--- config.mk ---
export PLATFORM = sky130hd
export DESIGN_NAME = ecc_apb_ctrl
export DESIGN_NICKNAME = d
export VERILOG_FILES = /design/src/rtl/ecc_ctrl_pkg.sv /design/src/rtl/ecc_apb_regfile.sv /design/src/rtl/ecc_apb_ctrl.sv
export SDC_FILE = /design/constraint.sdc
export NUM_CORES = 1
export LEC_CHECK = 0
export BUFFER_PORTS_ARGS = -buffer_cell sky130_fd_sc_hd__clkbuf_2
export CORE_MARGIN = 1.5
export CORE_UTILIZATION = 30
export DETAILED_ROUTE_END_ITERATION = 6
export HOLD_SLACK_MARGIN = 0.03
export PLACE_DENSITY = 0.63
export RECOVER_POWER = 50
export SYNTH_ARGS = -nofsm -noshare
export SYNTH_HDL_FRONTEND = slang
export SYNTH_HIERARCHICAL = 1
export SYNTH_SLANG_ARGS = --single-unit
--- constraint.sdc ---
create_clock -name clk -period 1.85 [get_ports clk]
set_input_delay 0.0925 -clock clk [delete_from_list [all_inputs] [get_ports clk]]
set_output_delay 0.0925 -clock clk [all_outputs]
set_load 0.03 [all_outputs]
--- src/rtl/ecc_ctrl_pkg.sv ---
// Shared definitions for the ECC APB controller: register map,
// operand enums, sequencer states and STATUS bit positions.
package ecc_ctrl_pkg;

    localparam logic [2:0] OFF_CTRL   = 3'd0;
    localparam logic [2:0] OFF_DATA   = 3'd1;
    localparam logic [2:0] OFF_WIDTH  = 3'd2;
    localparam logic [2:0] OFF_NOISE  = 3'd3;
    localparam logic [2:0] OFF_STATUS = 3'd4;

    typedef enum logic [1:0] {
        MODE_ENC  = 2'd0,
        MODE_DEC  = 2'd1,
        MODE_FULL = 2'd2,
        MODE_ILL  = 2'd3
    } mode_t;

    typedef enum logic [1:0] {
        WIDTH_8   = 2'd0,
        WIDTH_16  = 2'd1,
        WIDTH_32  = 2'd2,
        WIDTH_RSV = 2'd3
    } width_t;

    typedef enum logic [1:0] {
        IDLE   = 2'd0,
        LAUNCH = 2'd1,
        WAIT   = 2'd2,
        DONE   = 2'd3
    } state_t;

    localparam int STAT_BUSY    = 0;
    localparam int STAT_TIMEOUT = 1;
    localparam int STAT_REJECT  = 2;
    localparam int STAT_NERR    = 3;

endpackage

--- src/rtl/ecc_apb_regfile.sv ---
// APB decode, configuration storage, read mux and STATUS sticky bits.
// Emits a one-cycle launch request or reject for each CTRL write.
module ecc_apb_regfile
    import ecc_ctrl_pkg::*;
#(
    parameter int AMBA_WORD       = 32,
    parameter int AMBA_ADDR_WIDTH = 20,
    parameter int DATA_WIDTH      = 32
) (
    input  logic                       clk,
    input  logic                       rst,
    input  logic                       psel,
    input  logic                       penable,
    input  logic                       pwrite,
    input  logic [AMBA_ADDR_WIDTH-1:0] paddr,
    input  logic [AMBA_WORD-1:0]       pwdata,
    output logic [AMBA_WORD-1:0]       prdata,
    input  logic                       i_busy,
    input  logic                       i_timeout,
    input  logic [1:0]                 i_last_nerr,
    output logic                       o_launch_req,
    output logic                       o_reject,
    output logic [1:0]                 o_mode,
    output logic [1:0]                 o_width,
    output logic [DATA_WIDTH-1:0]      o_data,
    output logic [DATA_WIDTH-1:0]      o_noise
);

    logic [2:0]            w_addr;
    logic                  w_wr;
    logic                  w_ctrl_wr;
    logic                  w_illegal;
    logic                  w_stat_rd;
    logic                  w_unused;
    mode_t                 r_mode;
    width_t                r_width;
    logic [DATA_WIDTH-1:0] r_data;
    logic [DATA_WIDTH-1:0] r_noise;
    logic                  r_timeout;
    logic                  r_reject;

    assign w_addr    = paddr[4:2];
    assign w_unused  = ^{paddr[AMBA_ADDR_WIDTH-1:5], paddr[1:0]};
    assign w_wr      = psel & penable & pwrite;
    assign w_ctrl_wr = w_wr && (w_addr == OFF_CTRL);
    assign w_illegal = (pwdata[1:0] == MODE_ILL);
    assign w_stat_rd = psel & penable & ~pwrite
                     & (w_addr == OFF_STATUS);

    assign o_launch_req = w_ctrl_wr & ~i_busy & ~w_illegal;
    assign o_reject     = w_ctrl_wr & (i_busy | w_illegal);

    assign o_mode  = r_mode;
    assign o_width = r_width;
    assign o_data  = r_data;
    assign o_noise = r_noise;

    // Mode only changes on an accepted launch so a rejected write
    // cannot disturb an operation in flight.
    always_ff @(posedge clk or posedge rst) begin
        if (rst) begin
            r_mode    <= MODE_ENC;
            r_width   <= WIDTH_8;
            r_data    <= '0;
            r_noise   <= '0;
            r_timeout <= 1'b0;
            r_reject  <= 1'b0;
        end else begin
            if (o_launch_req)
                r_mode <= mode_t'(pwdata[1:0]);
            if (w_wr && (w_addr == OFF_DATA))
                r_data <= pwdata[DATA_WIDTH-1:0];
            if (w_wr && (w_addr == OFF_WIDTH))
                r_width <= width_t'(pwdata[1:0]);
            if (w_wr && (w_addr == OFF_NOISE))
                r_noise <= pwdata[DATA_WIDTH-1:0];
            r_timeout <= i_timeout | (r_timeout & ~w_stat_rd);
            r_reject  <= o_reject | (r_reject & ~w_stat_rd);
        end
    end

    always_comb begin
        prdata = '0;
        if (psel && !pwrite) begin
            case (w_addr)
                OFF_CTRL:   prdata[1:0] = r_mode;
                OFF_DATA:   prdata[DATA_WIDTH-1:0] = r_data;
                OFF_WIDTH:  prdata[1:0] = r_width;
                OFF_NOISE:  prdata[DATA_WIDTH-1:0] = r_noise;
                OFF_STATUS: begin
                    prdata[STAT_BUSY]      = i_busy;
                    prdata[STAT_TIMEOUT]   = r_timeout;
                    prdata[STAT_REJECT]    = r_reject;
                    prdata[STAT_NERR +: 2] = i_last_nerr;
                end
                default:    prdata = '0;
            endcase
        end
    end

endmodule

--- src/rtl/ecc_apb_ctrl.sv ---
// ECC core sequencer: launches one operation per accepted CTRL write,
// waits for completion or timeout, and captures the result.
module ecc_apb_ctrl
    import ecc_ctrl_pkg::*;
#(
    parameter int AMBA_WORD       = 32,
    parameter int AMBA_ADDR_WIDTH = 20,
    parameter int DATA_WIDTH      = 32,
    parameter int TIMEOUT_CYCLES  = 64
) (
    input  logic                       clk,
    input  logic                       rst,
    input  logic                       psel,
    input  logic                       penable,
    input  logic                       pwrite,
    input  logic [AMBA_ADDR_WIDTH-1:0] paddr,
    input  logic [AMBA_WORD-1:0]       pwdata,
    output logic [AMBA_WORD-1:0]       prdata,
    output logic                       core_start,
    output logic [1:0]                 core_mode,
    output logic [1:0]                 core_width,
    output logic [DATA_WIDTH-1:0]      core_data,
    output logic [DATA_WIDTH-1:0]      core_noise,
    input  logic                       core_done,
    input  logic [DATA_WIDTH-1:0]      core_result,
    input  logic [1:0]                 core_nerr,
    output logic [DATA_WIDTH-1:0]      data_out,
    output logic                       operation_done,
    output logic [1:0]                 num_of_errors
);

    localparam int CW = $clog2(TIMEOUT_CYCLES + 1);

    state_t        r_state;
    state_t        w_next;
    logic [CW-1:0] r_cnt;
    logic          w_busy;
    logic          w_launch;
    logic          w_reject_unused;
    logic          w_cnt_last;
    logic          w_capture;
    logic          w_timeout;

    ecc_apb_regfile #(
        .AMBA_WORD      (AMBA_WORD),
        .AMBA_ADDR_WIDTH(AMBA_ADDR_WIDTH),
        .DATA_WIDTH     (DATA_WIDTH)
    ) u_regs (
        .clk         (clk),
        .rst         (rst),
        .psel        (psel),
        .penable     (penable),
        .pwrite      (pwrite),
        .paddr       (paddr),
        .pwdata      (pwdata),
        .prdata      (prdata),
        .i_busy      (w_busy),
        .i_timeout   (w_timeout),
        .i_last_nerr (num_of_errors),
        .o_launch_req(w_launch),
        .o_reject    (w_reject_unused),
        .o_mode      (core_mode),
        .o_width     (core_width),
        .o_data      (core_data),
        .o_noise     (core_noise)
    );

    // WAIT lasts at most TIMEOUT_CYCLES cycles (counter 0..N-1).
    assign w_cnt_last = (r_cnt == CW'(TIMEOUT_CYCLES - 1));
    assign w_capture  = (r_state == WAIT) & core_done;
    assign w_timeout  = (r_state == WAIT) & ~core_done & w_cnt_last;

    always_ff @(posedge clk or posedge rst) begin
        if (rst)
            r_state <= IDLE;
        else
            r_state <= w_next;
    end

    always_comb begin
        w_next = r_state;
        unique case (r_state)
            IDLE:    if (w_launch) w_next = LAUNCH;
            LAUNCH:  w_next = WAIT;
            WAIT:    if (core_done || w_cnt_last) w_next = DONE;
            DONE:    w_next = IDLE;
            default: w_next = IDLE;
        endcase
    end

    always_comb begin
        core_start     = (r_state == LAUNCH);
        operation_done = (r_state == DONE);
        w_busy         = (r_state != IDLE);
    end

    always_ff @(posedge clk or posedge rst) begin
        if (rst)
            r_cnt <= '0;
        else if (r_state == LAUNCH)
            r_cnt <= '0;
        else if (r_state == WAIT && r_cnt != CW'(TIMEOUT_CYCLES))
            r_cnt <= r_cnt + CW'(1);
    end

    always_ff @(posedge clk or posedge rst) begin
        if (rst) begin
            data_out      <= '0;
            num_of_errors <= 2'd0;
        end else if (w_capture) begin
            data_out      <= core_result;
            num_of_errors <= core_nerr;
        end else if (w_timeout) begin
            num_of_errors <= 2'd2;
        end
    end

endmodule

=== Yosys cells after proc, flatten, opt, wreduce, memory -nomap -nowiden ===
Index checks and enable logic that the tools add are counted.

* Register bits: 113
* Input bits: 92
* Output and inout port bits: 136
* Logic and storage cells: 68

* $add $sub $neg: 1
* Equality and inequality tests: 12
* Multiplexer cells: 11
* Bitwise gates (word level): 20
* Reductions and logical operators: 14

{| class="wikitable"
|+ Operators with widths
! operator !! number
|-
| $pmux 27 s2 || 1
|-
| $mux 32 || 1
|-
| $mux 7 || 2
|-
| $and 1x1->1 || 12
|-
| $pmux 2 s5 || 1
|-
| $pmux 3 s3 || 1
|-
| $mux 2 || 4
|-
| $pmux 2 s4 || 1
|-
| $add 7x1->7 const B || 1
|-
| $eq 7x6->1 const B || 1
|-
| $ne 7x7->1 const B || 1
|-
| $eq 2x2->1 const B || 3
|-
| $eq 3x2->1 const B || 2
|-
| $logic_and 1x1->1 || 6
|-
| $reduce_bool 2->1 || 3
|-
| $not 1->1 || 5
|-
| $ne 2x1->1 const B || 2
|-
| $eq 3x1->1 const B || 1
|-
| $eq 3x3->1 const B || 1
|-
| $logic_not 3->1 || 1
|-
| $or 1x1->1 || 3
|-
| $eq 2x1->1 const B || 1
|-
| $logic_not 2->1 || 1
|-
| $reduce_and 2->1 || 1
|-
| 2 further kinds || 2
|}

=== Longest topological paths before layout ===
* Word-level depth: 7
* Depth in mapped cells: 8
* Mapped depth without buffers: 8

=== Cells and area by module ===
Netlist, hierarchy kept.

{| class="wikitable"
|+ By module, submodules not included
! module !! instances !! cells an instance !! area an instance (µm²) !! sequential area each (µm²)
|-
| ecc_apb_regfile || 1 || 250 || 3265.6 || 1751.7
|-
| ecc_apb_ctrl || 1 || 150 || 1954.4 || 1076.0
|}

=== Least setup slack after synthesis ===
OpenSTA, ideal clock, no wires.

* Kind: register to register
* Start: register r_state[0]
* End: register data_out[10]
* Library setup time: 125 ps
* Arrival: 1496 ps
* Required time: 1725 ps
* Setup slack: 229 ps
* Cell stages (with the launch flop): 7
* Buffers on the path: 2
* Clock period less this slack: 1621 ps
* Path through: dfrtp_1 -> inv_1 -> ha_1 -> buf_2 -> nand2_1 -> buf_2 -> mux2_2

* Longest elaborated chain between the ends: 2

{| class="wikitable"
|+ Ends and longest elaborated chain
! what !! line !! RTL
|-
| start: declaration || ecc_apb_ctrl.sv:34 || <nowiki>state_t r_state;</nowiki>
|-
| start signal: assignment || ecc_apb_ctrl.sv:77 || <nowiki>r_state <= w_next;</nowiki>
|-
| $eq 2x2->1 || ecc_apb_ctrl.sv:70 || <nowiki>assign w_capture = (r_state == WAIT) & core_done;</nowiki>
|-
| $and 1x1->1 || ecc_apb_ctrl.sv:70 ||
|-
| end signal: assignment || ecc_apb_ctrl.sv:111 || <nowiki>data_out <= core_result;</nowiki>
|-
| end: declaration || ecc_apb_ctrl.sv:27 || <nowiki>output logic [DATA_WIDTH-1:0] data_out,</nowiki>
|}

No other way between the ends.
A chain may end at the register's enable or synchronous reset.

=== Final worst setup path ===
* Start: register r_state[0]
* End: output prdata[0]

* Longest elaborated chain between the ends: 3

{| class="wikitable"
|+ Ends and longest elaborated chain
! what !! line !! RTL
|-
| $reduce_bool 2->1 || ecc_apb_ctrl.sv:94 || <nowiki>w_busy = (r_state != IDLE);</nowiki>
|-
| net w_busy || ecc_apb_ctrl.sv:37 || <nowiki>logic w_busy;</nowiki>
|-
| $pmux 2 s5 || ecc_apb_regfile.sv:85 || <nowiki>case (w_addr)</nowiki>
|-
| $mux 32 || ecc_apb_regfile.sv:84 || <nowiki>if (psel && !pwrite) begin</nowiki>
|-
| end: declaration || ecc_apb_ctrl.sv:18 || <nowiki>output logic [AMBA_WORD-1:0] prdata,</nowiki>
|}

The timed path passes the listed nets, and every way through them passes these cells.

==> impl_metrics.yaml <==
outcome:
  status: "finished with violations"
  violations: "setup timing"
yosys:
  synth_flop_cell: "dfrtp_1"
  synthTopCellsByArea: "dfrtp_1, mux2_2, a22oi_1"
  synth_cell_type_count: 50
  ys_seq_area_share_pct: 54.2
  yosys_warnings: 6
  synth_seq_cells: 113
  synth_area_mm2: 0.00522
  async_flop_share_pct: 100
  yosysTopAreaCellShare_pct: 54.2
  syn-num-nets: 499
  synth.avg_cell_area_um2: 13.1
  synth_edf_count: 0
  synth_cells: 400
  synth_top_cell_by_area: "dfrtp_1"
setup_path:
  path_cells: "inv_2 > ha_4 > inv_4 > mux2_4 > a221oi_2 > nor2_1 > buf_4"
  cp_slowest_cell: "dfrtp_1"
  end_kind: "primary output"
  r2r-end: "r_cnt[0]$_DFFE_PP0P_"
  path_max_fanout: 2
  cp.buffers_inverters: 3
  crit_family: "flip-flops"
  cp.required_ns: 1.76
  critical_path.endpoint: "prdata[0]"
  critPathMaxStageDelay_ns: 0.39
  critPathLaunch: "r_state[0]$_DFFE_PP0P_"
  r2r_setup_slack_ns: 0.10
  setup.worst_path.class: "reg2out"
  critical_path.reg2reg.startpoint: "r_state[0]$_DFFE_PP0P_"
  arrival_ns: 1.77
  setup.worst_path.start_class: "register"
  r2r_cells: 9
  worst-path-stages: 7
clock_network:
  cts-root-buf: "clkbuf_16"
  cts_buffer_depth: 2
  path_clk_slew_ns: 0.06
  cts_num_sinks: 113
  htreeDepth: 4
  clk_latency_ns: 0.41
  cts_tree: "yes"
  cts_buffers: 17
die:
  coreArea_mm2: 0.0172
  num_rows: 48
  io_pins: 228
  dieWidth_um: 135
  initial_utilization_pct: 30.4
  die_area_mm2: 0.0182
  die_height_um: 135
placement:
  io_buffers: 210
  dp_hpwl_um: 9200
  placed_cell_area_mm2: 0.00660
  place_congestion: 0.794
  placed_cells: 826
sta:
  layout_min_cycle_time_ns: 1.86
  setup_ws_ns: -0.0140
  slew_headroom_pct: 36.1
  finalHoldViolations: 0
  max_freq_mhz: 536
  tightest_slew_ns: 0.959
  finalCritPeriodShare_pct: 101
  rsz0062_at_grt: "yes"
  fin_skew_ns: 0.0100
  setup_viol: 1
  drv_slew: 0
routing:
  drc: 0
  via_per_inst: 4.73
  ant_nets: 0
  dr.pass1.iters: 4
  wl_per_cell_um: 14.7
  wl_um: 13700
  drt_iter0_markers: 110
  vias: 4400
power:
  power.density_mw_per_mm2: 1430
  peakVddDrop_mv: 0.750
  p_leak_uw: 0.00387
layout:
  final_area_mm2: 0.00800
  drive_gt1_share_pct: 54.0
  n_fill_cell: 1537
  areaGrowthSynthToFinish_pct: 53.2
  fin_util_pct: 46.6
  instances_no_fill: 931
  finalNetCount: 793
  antennaDiodeCount: 0
global_route:
  grt_first_pass_wirelength_um: 22300
  grt_pass1_vias: 4544
  grt_remaining_overflow: 0
  grt_antenna_before_repair: 0
  grt_max_degree: 71
  grt_usage_pct: 15.5
flow_run:
  cap_violations: 0
min_path:
  hold_class: "in2reg"
-- state kept, by name, summed over array words and instances (netlist names) --
| signal | count |
|---|---|
| data_out | 32 |
| u_regs/o_mode | 2 |
| u_regs/o_data | 32 |
| u_regs/r_timeout | 1 |
| u_regs/o_width | 2 |
| u_regs/r_reject | 1 |
| u_regs/o_noise | 32 |
| r_state | 2 |
| r_cnt | 7 |
| num_of_errors | 2 |
-- layer usage --
layer	vias up	track usage, %	routed length, µm
li1	2046	-	-
met1	2162	18.5	5840
met2	169	26.0	6840
met3	23	4.28	759
met4	0	7.05	218
met5	-	0	0
-- Yosys cell counts (4+ instances only) --
master and count:
nand4_1 5, nor2_1 37, mux2_2 103, buf_2 8, ha_1 7, o21ai_0 4, a22oi_1 27, inv_1 11
dfrtp_1 113, clkbuf_1 7, buf_4 6, nand2_1 6, a21oi_1 5, nor2b_1 4
-- kinds of logic after synthesis --
group / synth area share (%)
buffers and inverters: 3.57
AO/OA/AOI/OAI: 7.77
adder cells (fa/ha/maj): 1.68
XOR/XNOR: 0.336
multiplexers: 22.8
AND/OR/NAND/NOR: 9.66
flip-flops: 54.2
-- through the flow --
stage / TNS [ns] / hold WS, ns / power [µW] / worst slack (ns)
after floorplan: 0 / 0.227 / 6340 / 0.229
after global placement: 0 / -0.0125 / 7450 / 0.175
after detailed placement: 0 / 0.00274 / 7560 / 0.0411
after CTS: -0.0679 / 0.0802 / 11500 / -0.0679
after global routing: -0.107 / 0.120 / 12000 / -0.0870
final: -0.0140 / 0.127 / 11400 / -0.0140
-- placed cells by master (no fill, tap or decap), drive strengths merged, types with 3 or more instances in the layout --
cell type,synthesis,final
nor2,38,38
nand2b,3,3
nand2,6,6
nor2b,4,4
mux2,104,104
nand3,3,3
a32oi,3,3
clkinv,0,4
ha,7,7
nand4b,3,3
inv,11,9
clkinvlp,0,3
nor3b,4,4
clkbuf,7,231
bufinv,0,5
nand4,6,6
a22oi,27,27
dlygate4sd3,0,68
dfrtp,113,113
o21ai,4,4
buf,17,21
or3,3,3
a21oi,5,5
-- worst min-delay path, delay by kind of cell --
kind | cells | cell delay [ns]
buffers and inverters | 1 | 0.11
and+or+nand+nor | 1 | 0.17
AOI/OAI and AO/OA | 1 | 0.13
-- worst min path at each step --
stage	start	to	slack, ns	depth (start not counted)
6_report	penable	u_regs/r_reject$_DFF_PP0_	0.13	3
5_1_grt	penable	u_regs/r_timeout$_DFF_PP0_	0.12	3
4_1_cts	penable	u_regs/r_reject$_DFF_PP0_	0.08	3
3_5_place_dp	rst	data_out[7]$_DFFE_PP0P_	0.003	2
3_3_place_gp	rst	data_out[7]$_DFFE_PP0P_	-0.01	2
2_1_floorplan	pwdata[26]	u_regs/o_noise[26]$_DFFE_PP0P_	0.23	1
-- power by group --
part	internal, µW	total, µW	switching (µW)
registers	3200	3720	519
logic	1570	4100	2520
clock network	2520	3630	1110
total	7290	11400	4150
-- area by class of cell --
cell class                      instances  area (µm²)  area share, %
Tap cell                              225         282           3.52
Timing Repair Buffer                  299        1940           24.2
Multi-Input combinational cell        252        2240           28.0
Sequential cell                       113        2830           35.4
Clock inverter                         10         180           2.25
Clock buffer                           21         480           6.01
Inverter                               11        47.5          0.594
-- repair_timing --
| item | in CTS | in global routing |
|---|---|---|
| gates cloned | 0 | 0 |
| endpoints found under the hold margin | 213 | 0 |
| hold buffers | 68 | 0 |
| pin swaps | 3 | 3 |
| setup endpoints to repair | 1 | 2 |
| gates resized for setup | 9 | 2 |
| buffers inserted | 5 | 1 |
(Power assumes the default switching activity.)
